File: src/rtl/shift_seq16_if.sv
//------------------------------------------------------------------------------
// Module : shift_seq16_if
// Brief  : Request/response bundle between the two shift requesters, the
//          result consumer and the shift_seq16 sequencer.
// Rev    : 1.0 - initial release
//------------------------------------------------------------------------------
`default_nettype none

interface shift_seq16_if;
  logic [1:0]  req_valid;
  logic [1:0]  req_ready;
  logic [15:0] req0_data;
  logic [15:0] req1_data;
  logic [3:0]  req0_amt;
  logic [3:0]  req1_amt;
  logic        req0_dir;
  logic        req1_dir;
  logic [1:0]  req0_mode;
  logic [1:0]  req1_mode;
  logic        rsp_valid;
  logic        rsp_ready;
  logic [15:0] rsp_data;
  logic        rsp_carry;
  logic        rsp_id;
  logic        busy;

  modport master (
    output req_valid, req0_data, req1_data, req0_amt, req1_amt,
           req0_dir, req1_dir, req0_mode, req1_mode, rsp_ready,
    input  req_ready, rsp_valid, rsp_data, rsp_carry, rsp_id, busy
  );

  modport slave (
    input  req_valid, req0_data, req1_data, req0_amt, req1_amt,
           req0_dir, req1_dir, req0_mode, req1_mode, rsp_ready,
    output req_ready, rsp_valid, rsp_data, rsp_carry, rsp_id, busy
  );
endinterface

`default_nettype wire

File: src/rtl/shift_seq16.sv
//------------------------------------------------------------------------------
// Module : shift_seq16
// Brief  : Round-robin arbiter plus bit-serial (one bit per clock) 16-bit shift
//          sequencer. Define SHIFT_SEQ16_ROTATE_EN to enable rotate mode (10).
// Rev    : 1.0 - initial release
//------------------------------------------------------------------------------
`default_nettype none

module shift_seq16 #(
  parameter logic FILL_VAL = 1'b0
) (
  input  wire logic     clock,
  input  wire logic     reset,
  shift_seq16_if.slave  bus
);

  typedef enum logic [1:0] {
    ST_IDLE  = 2'd0,
    ST_SHIFT = 2'd1,
    ST_DONE  = 2'd2
  } state_t;

  localparam logic [1:0] c_MODE_ARITH = 2'b01;
  localparam logic [1:0] c_MODE_ROT   = 2'b10;

  state_t      r_state;
  logic [15:0] r_w;
  logic [3:0]  r_cnt;
  logic        r_carry;
  logic        r_id;
  logic        r_prio;
  logic        r_dir;
  logic [1:0]  r_mode;
  logic        r_rsp_valid;
  logic        r_busy;

  logic        w_any;
  logic        w_grant;
  logic [15:0] w_sel_data;
  logic [3:0]  w_sel_amt;
  logic        w_sel_dir;
  logic [1:0]  w_sel_mode;
  logic        w_out;
  logic        w_fill;
  logic [15:0] w_next;

  // Requester 1 wins only when it is alone or the pointer favours it.
  assign w_any   = |bus.req_valid;
  assign w_grant = bus.req_valid[1] & (~bus.req_valid[0] | r_prio);

  assign w_sel_data = w_grant ? bus.req1_data : bus.req0_data;
  assign w_sel_amt  = w_grant ? bus.req1_amt  : bus.req0_amt;
  assign w_sel_dir  = w_grant ? bus.req1_dir  : bus.req0_dir;
  assign w_sel_mode = w_grant ? bus.req1_mode : bus.req0_mode;

  assign bus.req_ready = (r_state == ST_IDLE && w_any) ?
                         (w_grant ? 2'b10 : 2'b01) : 2'b00;

  assign w_out = r_dir ? r_w[15] : r_w[0];

  always_comb begin
    w_fill = FILL_VAL;
    if (r_mode == c_MODE_ARITH && !r_dir) begin
      w_fill = r_w[15];
    end
`ifdef SHIFT_SEQ16_ROTATE_EN
    if (r_mode == c_MODE_ROT) begin
      w_fill = w_out;
    end
`endif
  end

  assign w_next = r_dir ? {r_w[14:0], w_fill} : {w_fill, r_w[15:1]};

  always_ff @(posedge clock) begin
    if (reset) begin
      r_state     <= ST_IDLE;
      r_w         <= 16'h0000;
      r_cnt       <= 4'd0;
      r_carry     <= 1'b0;
      r_id        <= 1'b0;
      r_prio      <= 1'b0;
      r_dir       <= 1'b0;
      r_mode      <= 2'b00;
      r_rsp_valid <= 1'b0;
      r_busy      <= 1'b0;
    end else begin
      case (r_state)
        ST_IDLE: begin
          if (w_any) begin
            r_w     <= w_sel_data;
            r_cnt   <= w_sel_amt;
            r_carry <= 1'b0;
            r_id    <= w_grant;
            r_prio  <= ~w_grant;
            r_dir   <= w_sel_dir;
            r_mode  <= w_sel_mode;
            r_busy  <= 1'b1;
            if (w_sel_amt == 4'd0) begin
              r_state     <= ST_DONE;
              r_rsp_valid <= 1'b1;
            end else begin
              r_state <= ST_SHIFT;
            end
          end
        end
        ST_SHIFT: begin
          r_w     <= w_next;
          r_carry <= w_out;
          r_cnt   <= r_cnt - 4'd1;
          if (r_cnt == 4'd1) begin
            r_state     <= ST_DONE;
            r_rsp_valid <= 1'b1;
          end
        end
        ST_DONE: begin
          if (bus.rsp_ready) begin
            r_state     <= ST_IDLE;
            r_rsp_valid <= 1'b0;
            r_busy      <= 1'b0;
          end
        end
        default: begin
          r_state     <= ST_IDLE;
          r_rsp_valid <= 1'b0;
          r_busy      <= 1'b0;
        end
      endcase
    end
  end

  assign bus.rsp_valid = r_rsp_valid;
  assign bus.rsp_data  = r_w;
  assign bus.rsp_carry = r_carry;
  assign bus.rsp_id    = r_id;
  assign bus.busy      = r_busy;

endmodule

`default_nettype wire

File: src/flat_wrapper.sv
// flat-port wrapper written by rule: the top's interface ports become plain ports
module shift_seq16_flat 
#(
  parameter logic FILL_VAL = 1'b0
)
  (clock, reset, bus_req_valid, bus_req0_data, bus_req1_data, bus_req0_amt, bus_req1_amt, bus_req0_dir, bus_req1_dir, bus_req0_mode, bus_req1_mode, bus_rsp_ready, bus_req_ready, bus_rsp_valid, bus_rsp_data, bus_rsp_carry, bus_rsp_id, bus_busy);
  shift_seq16_if bus_i ();
  input  wire logic clock;
  input  wire logic reset;
  input wire logic [$bits(bus_i.req_valid)-1:0] bus_req_valid;
  input wire logic [$bits(bus_i.req0_data)-1:0] bus_req0_data;
  input wire logic [$bits(bus_i.req1_data)-1:0] bus_req1_data;
  input wire logic [$bits(bus_i.req0_amt)-1:0] bus_req0_amt;
  input wire logic [$bits(bus_i.req1_amt)-1:0] bus_req1_amt;
  input wire logic [$bits(bus_i.req0_dir)-1:0] bus_req0_dir;
  input wire logic [$bits(bus_i.req1_dir)-1:0] bus_req1_dir;
  input wire logic [$bits(bus_i.req0_mode)-1:0] bus_req0_mode;
  input wire logic [$bits(bus_i.req1_mode)-1:0] bus_req1_mode;
  input wire logic [$bits(bus_i.rsp_ready)-1:0] bus_rsp_ready;
  output wire logic [$bits(bus_i.req_ready)-1:0] bus_req_ready;
  output wire logic [$bits(bus_i.rsp_valid)-1:0] bus_rsp_valid;
  output wire logic [$bits(bus_i.rsp_data)-1:0] bus_rsp_data;
  output wire logic [$bits(bus_i.rsp_carry)-1:0] bus_rsp_carry;
  output wire logic [$bits(bus_i.rsp_id)-1:0] bus_rsp_id;
  output wire logic [$bits(bus_i.busy)-1:0] bus_busy;
  assign bus_i.req_valid = bus_req_valid;
  assign bus_i.req0_data = bus_req0_data;
  assign bus_i.req1_data = bus_req1_data;
  assign bus_i.req0_amt = bus_req0_amt;
  assign bus_i.req1_amt = bus_req1_amt;
  assign bus_i.req0_dir = bus_req0_dir;
  assign bus_i.req1_dir = bus_req1_dir;
  assign bus_i.req0_mode = bus_req0_mode;
  assign bus_i.req1_mode = bus_req1_mode;
  assign bus_i.rsp_ready = bus_rsp_ready;
  assign bus_req_ready = bus_i.req_ready;
  assign bus_rsp_valid = bus_i.rsp_valid;
  assign bus_rsp_data = bus_i.rsp_data;
  assign bus_rsp_carry = bus_i.rsp_carry;
  assign bus_rsp_id = bus_i.rsp_id;
  assign bus_busy = bus_i.busy;
  shift_seq16 #(.FILL_VAL(FILL_VAL)) u_core (.clock(clock), .reset(reset), .bus(bus_i));
endmodule
File: config.mk
export PLATFORM = sky130hd
export DESIGN_NAME = shift_seq16_flat
export DESIGN_NICKNAME = d
export VERILOG_FILES = /design/src/rtl/shift_seq16_if.sv /design/src/rtl/shift_seq16.sv /design/src/flat_wrapper.sv
export SDC_FILE = /design/constraint.sdc
export NUM_CORES = 1
export LEC_CHECK = 0
export ABC_AREA = 1
export BUFFER_PORTS_ARGS = -buffer_cell sky130_fd_sc_hd__clkbuf_2
export CELL_PAD_IN_SITES_DETAIL_PLACEMENT = 2
export CELL_PAD_IN_SITES_GLOBAL_PLACEMENT = 2
export CORE_AREA = 2 2 89 91
export CTS_BUF_LIST = sky130_fd_sc_hd__clkbuf_16
export DETAILED_ROUTE_END_ITERATION = 10
export DIE_AREA = 0 0 91 93
export PLACE_DENSITY = 0.89
export SYNTH_ARGS = -nofsm -noshare
export SYNTH_HDL_FRONTEND = slang
export SYNTH_SLANG_ARGS = --single-unit
File: constraint.sdc
create_clock -name clock -period 1.8 [get_ports clock]
set_input_delay 0.09 -clock clock [delete_from_list [all_inputs] [get_ports clock]]
set_output_delay 0.09 -clock clock [all_outputs]
set_load 0.005 [all_outputs]
Word-level counts from Yosys, hierarchy flattened
Cells that the tools add are included.
- word-level logic and storage cells: 63
- latch bits: 0
- register bits: 30
- bits of input ports: 51
- bits in writable memories: 0
- bits in read-only memories: 0
- memories: 0
- bitwise logic cells: 5
- order comparisons: 0
- muxes and demuxes: 27
- div/mod/pow operators: 0
- add/subtract/negate cells: 1
- reductions and logical operators: 12
- shifts and indexed selects: 0
- $mul: 0
- equality and inequality tests: 8
- operator list (kind ; count):
    two-way mux 16 bit ; 3
    case mux 16 bit (2 select lines) ; 1
    two-way mux 2 bit ; 7
    two-way mux 1 bit ; 9
    two-way mux 4 bit ; 2
    case mux 4 bit (2 select lines) ; 1
    case mux 1 bit (3 select lines) ; 2
    case mux 2 bit (3 select lines) ; 1
    AND reduction 3 bit ; 2
    == test 2 x 1 -> 1 bit, second input constant ; 2
    == test 4 x 1 -> 1 bit, second input constant ; 1
    zero test 4 bit ; 1
    != test 2 x 1 -> 1 bit, second input constant ; 2
    != test 2 bit, second input constant ; 2
    AND reduction 2 bit ; 2
    AND reduction 4 bit ; 1
    subtractor 4 x 1 -> 4 bit, second input constant ; 1
    inverter 1 bit ; 3
    == test 2 bit, second input constant ; 1
    logical AND 1 bit ; 2
    zero test 2 bit ; 1
    case mux 1 bit (2 select lines) ; 1
    nonzero test 2 bit ; 1
    OR reduction 2 bit ; 1
    other kinds (3) ; 3

Depth between registers and ports, before layout
- word-level depth: 8
- mapped depth: 12
- depth with buffers taken out: 11

Worst setup path before layout
Ideal clock, no wire load.
- kind: flip-flop to flip-flop
- from: register u_core.r_prio
- to: register u_core.r_w[3], in the netlist u_core.bus.rsp_data[3]
- data arrival time: 1.178 ns
- cell stages (with the launch flop): 10
- period minus slack after synthesis: 1.295 ns
- required time: 1.683 ns
- path buffers: 1
- slack: 0.505 ns
- path through: dfxtp_1 > inv_1 > nand2_1 > nand2_1 > clkinv_1 > buf_4 > nor2_1 > nor2_1 > nor3_1 > nor2_1
- word-level cells in the longest chain between the ends: 5
- RTL lines (element ; RTL line ; RTL):
    start: declaration ; shift_seq16.sv:31 ; logic r_prio;
    start signal: assignment ; shift_seq16.sv:95 ; r_prio <= ~w_grant;
    OR 1 bit ; shift_seq16.sv:49 ; assign w_grant = bus.req_valid[1] & (~bus.req_valid[0] | r_prio);
    AND 1 bit ; shift_seq16.sv:49 ;
    two-way mux 16 bit ; shift_seq16.sv:51 ; assign w_sel_data = w_grant ? bus.req1_data : bus.req0_data;
    two-way mux 16 bit ; shift_seq16.sv:90 ; if (w_any) begin
    case mux 16 bit (2 select lines) ; shift_seq16.sv:88 ; case (r_state)
    end signal: assignment ; shift_seq16.sv:91 ; r_w <= w_sel_data;
    end signal: assignment ; shift_seq16.sv:108 ; r_w <= w_next;
    end: declaration ; shift_seq16.sv:27 ; logic [15:0] r_w;
No other way between the ends. The select of a mux whose other input is x is not followed.
A chain may end at the register's enable or synchronous reset.

Worst setup path in the final report
- from: register u_core.r_prio
- to: register u_core.r_w[4], in the netlist u_core.bus.rsp_data[4]
Same word-level chain as after synthesis.

==> qor.csv <==
metric,value,unit
CP cell instances,inv_1 > nand2_1 > nand2_1 > clkinv_1 > buf_12 > nor2_1 > nor2_1 > o21ai_0 > a31oi_1,
met2 WL post-DR,3700,µm
count of cells along the worst register-to-register path,9,
Cell Pwr Density,1420,nW/µm²
NumNets Final,399,
part of the cycle the worst path needs,0.901,
DP HPWL,5530,µm
family with the most delay on the worst path,buffers and inverters,
total length of routed wires,7360,µm
wire length on met3,386,µm
maximum clock path buffer count,2,
Worst EP required,1.95,ns
clock tree from TritonCTS,built,
width of the die,91,µm
Synth Cell Area,1750,µm²
most used flip-flop cell after synthesis,sky130_fd_sc_hd__dfxtp_1,
normalized max-slew margin,0.626,
deepest level of the CTS H-tree,2,
drt pass-1 iters,4,
commonest cells in the synthesized netlist,"sky130_fd_sc_hd__nand2_1, sky130_fd_sc_hd__o21ai_0, sky130_fd_sc_hd__nor2_1",
highest-delay cell along the critical path,sky130_fd_sc_hd__dfxtp_1,
maximum cell stage delay along the critical path,0.31,ns
final hold viol count,0,
count of input and output buffers,72,
WL/cell,16.4,µm
maximum fanout along the worst path,12,
number of antenna violations at the first check in global routing,0,
clock latency at the later pin of the worst-skew pair,0.28,ns
placement-stage cell area,2230,µm²
Hold Crit Start,bus_req0_mode[0],
Ys Warns,0,
number of vias in the routed layout,2141,
residual antenna-violating net count after detailed routing,0,
die area,8460,µm²
run status,finished clean,
Tightest Pin Transition,0.560,ns
clock skew after layout,0.00501,ns
number of buffers created by CTS,5,
drt initial violations,59,
Hold WC Path Type,in -> reg,
number of global-route vias before repair,2320,
final max-slew violation count,0,
overall routing resource usage,0.182,
number of distinct library cells after synthesis,28,
Initial Util,0.232,
Fmax,0.616,GHz
global-route wire length before repair,12200,µm
Core Footprint,7530,µm²
Syn Area/Cell,6.40,µm²
top cell type's share of synthesized area,0.344,
RSZ-0062 raised after global routing,yes,
routed length on met1,3190,µm
final setup violation count,0,
signal arrival time at the worst endpoint,1.77,ns
hold path depth,5,
leakage power summed over all cells,1.14,nW
main area contributors after synthesis,"sky130_fd_sc_hd__dfxtp_1, sky130_fd_sc_hd__nand2_1, sky130_fd_sc_hd__o21ai_0",
antenna diode count,0,
chip height,93,µm
placer congestion estimate,0.808,
Syn Inst Count,273,
drt via density,4.77,
start point of the critical path,u_core.r_prio,
total stage count of the critical path,9,
cell taking the most area after synthesis,sky130_fd_sc_hd__dfxtp_1,
number of synthesized register bits,30,
sequential element share of the synthesized area,0.344,
capturing element type of the critical path,register,
Post-synth EDFFs,0,
Post-Layout Inst Area,2370,µm²
growth of design area from synthesis to finish,35.8,%
Rows,32,
maxcap violations,0,
Sink Count,30,
sum of buffers and inverters on the critical path,3,
fillcell total,968,
clock transition at the register clock pins on the worst setup and hold paths after CTS,0.05,ns
async set-or-reset flop fraction in the synthesized netlist,0,
final critical path time including I/O delays and setup,1.62,ns
PnR Total Power,0.00336,W
maximum VDD drop,0.438,mV
max layer used,met4,
critical path class,reg -> reg,
grt total ovfl,0,
reg-to-reg startpoint,u_core.r_prio,
DRC viols,0,
total of hold buffers inserted after clock tree synthesis,0,
"count leader, synth",sky130_fd_sc_hd__nand2_1,
nets in the synthesized netlist,326,
pin count of the biggest net entering global routing,24,
clk root buf,sky130_fd_sc_hd__clkbuf_16,
share of post-route cells with drive strength above 1,0.271,
final core utilization,0.315,
Critical Path Start Type,register,
total I/O pin count,73,
==> cell usage in the layout (no fill, tap or decap), types with 3 or more instances in the layout <==
master / n
sky130_fd_sc_hd__clkinv_1: 3
sky130_fd_sc_hd__clkbuf_2: 72
sky130_fd_sc_hd__inv_1: 23
sky130_fd_sc_hd__nand2_1: 55
sky130_fd_sc_hd__nand3_1: 11
sky130_fd_sc_hd__clkbuf_16: 5
sky130_fd_sc_hd__a21oi_1: 21
sky130_fd_sc_hd__dfxtp_1: 30
sky130_fd_sc_hd__buf_4: 7
sky130_fd_sc_hd__nor3_1: 4
sky130_fd_sc_hd__o21ai_1: 5
sky130_fd_sc_hd__o21ai_0: 39
sky130_fd_sc_hd__a31oi_1: 11
sky130_fd_sc_hd__nor2_1: 38
==> through the flow <==
stage	setup TNS, ns	worst slack [ns]	hold WS (ns)	std cells
after floorplan	0	0.505	0.259	273
after global placement	0	0.296	0.372	441
after detailed placement	0	0.203	0.398	441
after CTS	0	0.152	0.113	449
after global routing	-0.0155	-0.0128	0.158	449
final	0	0.178	0.105	449
==> tightest hold or removal path, stage by stage <==
cell                       delay, ns
sky130_fd_sc_hd__clkbuf_2       0.07
sky130_fd_sc_hd__nand2_1        0.04
sky130_fd_sc_hd__nand3_1        0.06
sky130_fd_sc_hd__nand2_1        0.04
sky130_fd_sc_hd__inv_1          0.05
==> per-layer routing <==
layer	vias up	GRT usage
li1	1055	-
met1	1009	0.213
met2	70	0.338
met3	7	0.0363
met4	0	0.0492
met5	-	0
==> power breakdown <==
group / switching [W] / internal [W] / leakage (nW)
clock: 0.000305 / 0.000499 / 0.0724
combinational: 0.000917 / 0.000549 / 0.819
sequential: 0.000207 / 0.000884 / 0.249
==> cells by family (layout without fill, tap and decap cells) <==
| group | Yosys count | count (layout) | synth area share |
|---|---|---|---|
| fa+ha+maj | 2 | 2 | 0.0143 |
| buf+inv | 41 | 115 | 0.104 |
| simple gates | 115 | 115 | 0.274 |
| flops | 30 | 30 | 0.344 |
| compound gates | 85 | 85 | 0.264 |
==> registers in the layout, summed over array words and instances, names as in the netlist <==
register / flops
u_core.bus.rsp_data: 16
u_core.r_prio: 1
u_core.bus.rsp_carry: 1
u_core.r_dir: 1
u_core.bus.busy: 1
u_core.r_cnt: 4
u_core.bus.rsp_valid: 1
u_core.bus.rsp_id: 1
u_core.r_state: 2
u_core.r_mode: 2
==> path summary, 6_finish.rpt <==
check / end / slack (ns)
min reg2reg: u_core.r_prio / 0.47
max: u_core.bus.rsp_data[4] / 0.18
min: u_core.r_mode[0] / 0.10
max reg2reg: u_core.bus.rsp_data[4] / 0.18
==> timing repair <==
item | 4_1_cts | 5_1_grt
resized for setup | 0 | 1
buffers inserted | 0 | 0
endpoints found under the setup margin | 0 | 3
==> final cells by class <==
cell class	count	area (µm²)	share of cell area
Clock buffer	5	125	0.0527
Clock inverter	3	12.5	0.00527
Inverter	26	97.6	0.0411
Multi-Input combinational cell	202	966	0.407
Sequential cell	30	601	0.253
Tap cell	102	128	0.0538
Timing Repair Buffer	81	444	0.187
Power figures use the tool's default switching activity.
